`src/rtl/invsqrt_result_collector.sv`:
```
// invsqrt_result_collector: captures the inverse-square-root result stream
// into a first-word-fall-through FIFO, counts a run of SAMPLES results and
// presents the buffered words on a ready/valid read port.
// Optional build macro: INVSQRT_FP_CHECK_EN enables the invalid-float check
// that drives bad_cnt/bad_flag (tied to 0 when the macro is undefined).
module invsqrt_result_collector #(
  parameter int DATA_W  = 32,
  parameter int DEPTH   = 16,
  parameter int SAMPLES = 1000,
  parameter int CNT_W   = 10
) (
  input  logic              clk,
  input  logic              rst,
  input  logic              start,
  input  logic              DataValid,
  input  logic [DATA_W-1:0] DataOut,
  output logic [DATA_W-1:0] rd_data,
  output logic              rd_valid,
  input  logic              rd_ready,
  output logic [CNT_W-1:0]  sample_cnt,
  output logic [CNT_W-1:0]  drop_cnt,
  output logic              overflow,
  output logic              busy,
  output logic              done,
  output logic [CNT_W-1:0]  bad_cnt,
  output logic              bad_flag
);
  localparam int AW = $clog2(DEPTH);
  localparam logic [CNT_W-1:0] CMAX = '1;
  localparam logic [CNT_W-1:0] LAST = CNT_W'(SAMPLES - 1);

  typedef enum logic [1:0] {IDLE, COLLECT, DRAIN, DONE} state_t;
  state_t state, state_nxt;

  logic [DATA_W-1:0] mem [DEPTH];
  logic [AW:0]       wr_ptr, rd_ptr;
  logic              empty, full, pop, push, drop, take, clear;

  // Extra pointer MSB distinguishes full from empty when the index bits match.
  assign empty = (wr_ptr == rd_ptr);
  assign full  = (wr_ptr[AW] != rd_ptr[AW]) && (wr_ptr[AW-1:0] == rd_ptr[AW-1:0]);

  assign rd_valid = !empty;
  assign rd_data  = empty ? '0 : mem[rd_ptr[AW-1:0]];

  // A pop in the same cycle frees the slot, so a full FIFO can still accept.
  assign take  = (state == COLLECT) && DataValid;
  assign pop   = rd_valid && rd_ready;
  assign push  = take && (!full || pop);
  assign drop  = take && full && !pop;
  assign clear = ((state == IDLE) || (state == DONE)) && start;

  assign busy = (state == COLLECT) || (state == DRAIN);
  assign done = (state == DONE);

  // Storage array; contents are don't-care until written, so no reset.
  always_ff @(posedge clk) begin
    if (push) mem[wr_ptr[AW-1:0]] <= DataOut;
  end

  // FIFO pointers.
  always_ff @(posedge clk or posedge rst) begin
    if (rst) begin
      wr_ptr <= '0;
      rd_ptr <= '0;
    end else begin
      if (push) wr_ptr <= wr_ptr + 1'b1;
      if (pop)  rd_ptr <= rd_ptr + 1'b1;
    end
  end

  // Run statistics; cleared on entering COLLECT, saturating at all-ones.
  always_ff @(posedge clk or posedge rst) begin
    if (rst) begin
      sample_cnt <= '0;
      drop_cnt   <= '0;
      overflow   <= 1'b0;
    end else if (clear) begin
      sample_cnt <= '0;
      drop_cnt   <= '0;
      overflow   <= 1'b0;
    end else begin
      if (take && sample_cnt != CMAX) sample_cnt <= sample_cnt + 1'b1;
      if (drop) begin
        if (drop_cnt != CMAX) drop_cnt <= drop_cnt + 1'b1;
        overflow <= 1'b1;
      end
    end
  end

`ifdef INVSQRT_FP_CHECK_EN
  // Negative, zero/subnormal and Inf/NaN are not valid inverse square roots.
  logic [7:0] fp_exp;
  logic       bad_word;
  assign fp_exp   = DataOut[DATA_W-2 -: 8];
  assign bad_word = DataOut[DATA_W-1] || (fp_exp == 8'h00) || (fp_exp == 8'hFF);

  // Invalid-float tally over every captured or dropped word.
  always_ff @(posedge clk or posedge rst) begin
    if (rst) begin
      bad_cnt  <= '0;
      bad_flag <= 1'b0;
    end else if (clear) begin
      bad_cnt  <= '0;
      bad_flag <= 1'b0;
    end else if (take && bad_word) begin
      if (bad_cnt != CMAX) bad_cnt <= bad_cnt + 1'b1;
      bad_flag <= 1'b1;
    end
  end
`else
  assign bad_cnt  = '0;
  assign bad_flag = 1'b0;
`endif

  // State register.
  always_ff @(posedge clk or posedge rst) begin
    if (rst) state <= IDLE;
    else     state <= state_nxt;
  end

  // Next-state logic; the final sample is still pushed on the COLLECT exit edge.
  always_comb begin
    state_nxt = state;
    case (state)
      IDLE:    if (start) state_nxt = COLLECT;
      COLLECT: if (take && sample_cnt == LAST) state_nxt = DRAIN;
      DRAIN:   if (empty && !push) state_nxt = DONE;
      DONE:    if (start) state_nxt = COLLECT;
      default: state_nxt = IDLE;
    endcase
  end
endmodule

```
`config.mk`:
```
export PLATFORM = sky130hd
export DESIGN_NAME = invsqrt_result_collector
export DESIGN_NICKNAME = d
export VERILOG_FILES = /design/src/rtl/invsqrt_result_collector.sv
export SDC_FILE = /design/constraint.sdc
export NUM_CORES = 1
export LEC_CHECK = 0
export ABC_CLOCK_PERIOD_IN_PS = 7600
export BUFFER_PORTS_ARGS = -buffer_cell sky130_fd_sc_hd__buf_2
export CAP_MARGIN = 20
export CORE_MARGIN = 10
export CORE_UTILIZATION = 55
export DETAILED_ROUTE_END_ITERATION = 8
export MAX_ROUTING_LAYER = met4
export PLACE_DENSITY = 0.73
export SYNTH_ARGS = -nofsm -noshare
export SYNTH_HDL_FRONTEND = slang
export SYNTH_SLANG_ARGS = --single-unit
```
`constraint.sdc`:
```
create_clock -name clk -period 7.6 [get_ports clk]
set_clock_uncertainty 0.2 [all_clocks]
set_input_delay 0 -clock clk [delete_from_list [all_inputs] [get_ports clk]]
set_output_delay 0 -clock clk [all_outputs]
set_load 0.05 [all_outputs]
```
Word level (Yosys, flattened, before mapping)
Memories as Yosys holds them, arrays and structs flattened.
Cells that the tools add are included.
{ "totals": {"out_inout_bits": 67, "ram_bits": 512, "regBits": 33, "in_bits": 37, "mem_count": 1, "mem_bits_ro": 0, "latch_bits": 0} }
{ "mem_list": {"columns": ["name", "depth", "word_bits", "read_ports", "rd_ports_with_merged_regs", "write_ports", "line", "rtl"], "rows": [
  ["mem", 16, 32, 1, 0, 1, "35", "logic [DATA_W-1:0] mem [DEPTH];"]
]} }
{ "op_classes": {"n_bitwise": 0, "magnitude_cmp": 0, "n_shift": 0, "add_sub_neg": 4, "muxes": 14, "n_eq_ne": 12, "div": 0, "n_reduce_logical": 24, "mul": 0} }
{ "ops": {"columns": ["cell", "n"], "rows": [
  ["10-bit 2-to-1 mux", 5],
  ["32-bit 2-to-1 mux", 1],
  ["10-bit by 1-bit adder with 10-bit output (second input constant)", 2],
  ["10-bit != test (second input constant)", 2],
  ["5-bit by 1-bit adder with 5-bit output (second input constant)", 2],
  ["10-bit == test (second input constant)", 1],
  ["1-bit logical AND", 10],
  ["2-bit 2-to-1 mux", 3],
  ["2-bit by 1-bit != test with 1-bit output (second input constant)", 3],
  ["2-bit one-hot mux with 3 select lines", 1],
  ["2-bit nonzero test", 3],
  ["5-bit == test", 1],
  ["2-bit == test (second input constant)", 2],
  ["4-bit == test", 1],
  ["1-bit logical NOT", 4],
  ["1-bit 2-to-1 mux", 4],
  ["1-bit logical OR", 3],
  ["3-bit AND reduction", 1],
  ["2-bit by 1-bit == test with 1-bit output (second input constant)", 1],
  ["2-bit logical NOT", 1],
  ["2-bit AND reduction", 1],
  ["2-bit OR reduction", 1],
  ["1-bit != test", 1]
]} }

Logic depth before layout (Yosys ltp)
{ "depth": {"depth_word": 9, "depth_mapped": 8} }

Worst setup path after synthesis
Ideal clock, no wire load.
{ "synth_path": {"path_kind": "reg2reg", "from": "register wr_ptr[3]", "to": "memory mem[0][0] (enable)", "period_less_slack_ps": 5376, "n_path_buf": 2, "t_arrival_ps": 4664, "stages_incl_launch_ff": 7, "slack_ps": 2224, "required_time_ps": 6887, "setup_ps": 513, "cell_sequence": "dfrtp_1 clkbuf_1 xor2_1 nor4_4 a21o_1 clkbuf_1 nor4b_1"} }
{ "synth_via": {"elab_chain_len": 7, "elab_cells_between_ends": 10, "cone_classes": "eq/ne: 2; mux: 2; reduce/logical: 6"} }
{ "synth_rtl": {"columns": ["element", "line", "rtl"], "rows": [
  ["start: declaration", "36", "logic [AW:0] wr_ptr, rd_ptr;"],
  ["start signal: assignment", "67", "if (push) wr_ptr <= wr_ptr + 1'b1;"],
  ["5-bit == test / 4-bit == test (equally long branches)", "40, 41", null],
  ["1-bit logical NOT / 1-bit logical AND (equally long branches)", "43, 41", null],
  ["1-bit logical AND / 1-bit logical NOT (equally long branches)", "48, 49", null],
  ["1-bit logical OR", "49", "assign push = take && (!full || pop);"],
  ["1-bit logical AND", "49", null],
  ["1-bit 2-to-1 mux", "58", "if (push) mem[wr_ptr[AW-1:0]] <= DataOut;"],
  ["1-bit 2-to-1 mux (implied by the code)", "58", null],
  ["end: declaration", "35", null]
]} }
Parallel ways exist; a longest one is shown, timed or not.

Worst setup path in the final report
{ "layout_path": {"from": "register rd_ptr[3]", "to": "output port rd_data[8]"} }
{ "layout_via": {"elab_chain_len": 2, "elab_cells_between_ends": 3, "cone_classes": "eq/ne: 1; mux: 1; memory: 1"} }
{ "layout_rtl": {"columns": ["element", "line", "rtl"], "rows": [
  ["start: declaration", "36", null],
  ["start signal: assignment", "68", "if (pop) rd_ptr <= rd_ptr + 1'b1;"],
  ["memory 16 x 32 bit / 5-bit == test (equally long branches)", null, null],
  ["32-bit 2-to-1 mux *", "44", "assign rd_data = empty ? '0 : mem[rd_ptr[AW-1:0]];"],
  ["end: declaration", "17", "output logic [DATA_W-1:0] rd_data,"]
]} }
Every way passes the cells marked *; elsewhere a longest branch is shown, timed or not.

==> metrics <==
HP Start DataOut[28]; r2r endpoint state[1]; die area 47,500 µm²; Setup TNS 0 ns; post-synthesis cell type count 45; GRT Util Overall 19.2%; initial antenna violation count 0; drc violations 0; DIE HEIGHT 218 µm; crit end category primary output; row cnt 72; total grt overflow 0; startpoint class of the critical path flip-flop; synthesis-stage register bit count 545; cts bufs inserted 52; crit path time final 3.78 ns; root buffer cell clkbuf_16; Worst Path Required 7.40 ns; Die Width 218 µm; Slew @ Worst Pin 1.07 ns; worst slack, placed 4.10 ns; Fin. Hold Viols 0; Slew Viols, Final 0; number of port buffers 92; R2R depth 7; DPL Wire Length 25,100 µm; outcome finished, final reports clean; Hold Path Sink mem[6][28]; Syn Area/Cell 20.6 µm²; VDD IR max 240 µV; number of global-route vias before repair 10,900; Pleak 8.24 nW; power density cells 398 nW/µm²; Yosys Warn Count 0; Layout area overhead 15.3%; Initial Utilization 55.7%; # clock sinks 545; RSZ-0062 raised after global routing no; hold path depth 2; sequential cell area fraction in the yosys report 75.3%; reg2reg setup slack 4.09 ns; TritonCTS clock tree built; core area 38,600 µm²; post-synth top area share 71.4%; crit path kind flip-flop to primary output; largest net degree at the start of global routing 68; htree depth 2; Synth Flop Type edfxtp_1; asr flop ratio synth 6.06%; Critical Path Fanout Max 51; part of the cycle the worst path needs 49.8%; cts repair resizes 0; count leader, synth edfxtp_1; final wirelength 43,600 µm; Hold WC Path Type primary input to flip-flop; num ports 104; Max-cap violations 0; Post-synth EDFFs 512; busiest grt layer met2; Final Net Count 1,239; vias per cell 6.01; Inserted Diodes 0; Worst R2R Start rd_ptr[3]; maximum clock path buffer count 3; worst skew pair latency 0.58 ns; drt pass-1 iters 5; most frequent cells after synthesis edfxtp_1, mux4_2, a211oi_1, mux2i_1, dfrtp_1; ranking of synthesized cells by area edfxtp_1, mux4_2, dfrtp_1; DR iter-0 viols 975; Post-CTS Repair Setup Buffers 0; Syn Inst Count 1,044; routability cong. 0.778; leading area contributor after synthesis edfxtp_1; first-pass GRT wire length 67,600 µm; Finished Cell Area 24,800 µm²; GRT met3 Usage 3.66%; vias 10,500; Setup violations, final 0; cell area after synthesis 21,500 µm²; total chip power 9.87 mW; # hold bufs at CTS 39; met2 GRT Util 29.6%; met1 Usage GRT 26.7%; routed length per placed instance 24.9 µm; share of layout cells above drive strength 1 28.5%; crit path DAT 3.58 ns; Worst slew margin 28.4%; final setup margin 3.82 ns; Final ANT Viol Nets 0; Max Fclk 264 MHz; Cell Area, Placed 22,600 µm²; Clock transition at path regs 0.06 ns
sequential cells by signal, indices dropped and copies added (netlist names):
name,count
drop_cnt,10
rd_ptr,5
sample_cnt,10
mem,512
overflow,1
wr_ptr,5
state,2
through the flow:
step           hold WS [ns]  instances  utilization (%)
6_report              0.144       1753             64.2
5_1_grt               0.150       1753             64.2
4_1_cts               0.121       1750             64.0
3_5_place_dp        -0.0777       1614             58.4
3_3_place_gp        -0.0735       1614             58.4
2_1_floorplan        -0.101       1054                -
cell families after synthesis:
kind of cell             share of synthesized area [%]
flip-flops                                        75.3
AO/OA/AOI/OAI                                     2.92
AND/OR/NAND/NOR                                   3.52
adder cells (fa/ha/maj)                          0.581
other                                           0.0174
buffers and inverters                             1.83
XOR/XNOR                                         0.854
multiplexers                                      15.0
worst max-delay path: stages, from the launching register on:
cell and delay, ns:
dfrtp_4 0.87, xor2_1 0.20, nor4_4 0.48, and2_2 0.90, a211oi_1 0.23, buf_2 0.30
where the power goes:
group / switching [mW] / total (mW) / internal (mW)
Combinational: 2.09 / 3.28 / 1.20
Sequential: 0.271 / 3.89 / 3.62
Clock: 1.08 / 2.70 / 1.61
Total: 3.44 / 9.87 / 6.43
layout by cell type (no fill, tap or decap), drive strengths merged, types with 2 or more instances in the layout:
cell type,instances
edfxtp,512
mux4,128
buf,117
a211oi,64
clkbuf,58
dlygate4sd3,39
mux2i,34
dfrtp,33
nor2b,32
clkinv,25
nor2,23
nand2,21
xor2,16
conb,11
inv,11
ha,10
bufinv,10
nand3,10
nand4,8
o21ai,8
a21oi,8
nor3,7
and2,6
and3,6
xnor2,5
or3,4
nor4b,4
or4,3
and4,3
o31ai,2
a31oi,2
clkinvlp,2
nor4,2
and4b,2
layer usage:
layer | wire length (µm) | vias to the layer above | share of wire, %
met1 | 18900 | 5575 | 43
li1 | - | 4584 | -
met5 | 0 | - | 0
met2 | 21500 | 316 | 49
met3 | 2550 | 53 | 5.8
met4 | 665 | 0 | 1.5
area by class of cell:
| class | count | area [µm²] |
|---|---|---|
| clock inverter | 39 | 450 |
| timing repair buffer | 156 | 1080 |
| inverter | 9 | 33.8 |
| multi-input combinational | 428 | 5040 |
| sequential | 545 | 16200 |
| clock buffer | 58 | 1350 |
| tap | 518 | 648 |
| fill | 2559 | 13800 |
worst max path at each step:
stage | depth (start not counted) | to | startpoint | slack, ns
6_report | 5 | rd_data[8] | rd_ptr[3] | 3.82
2_1_floorplan | 6 | mem[0][0] | wr_ptr[3] | 2.22
3_5_place_dp | 5 | mem[8][10] | rd_ptr[3] | 4.10
5_1_grt | 6 | rd_data[17] | rd_ptr[0] | 3.52
3_3_place_gp | 5 | mem[8][10] | rd_ptr[3] | 4.24
4_1_cts | 5 | rd_data[8] | rd_ptr[3] | 3.73
Power figures use the tool's default switching activity.
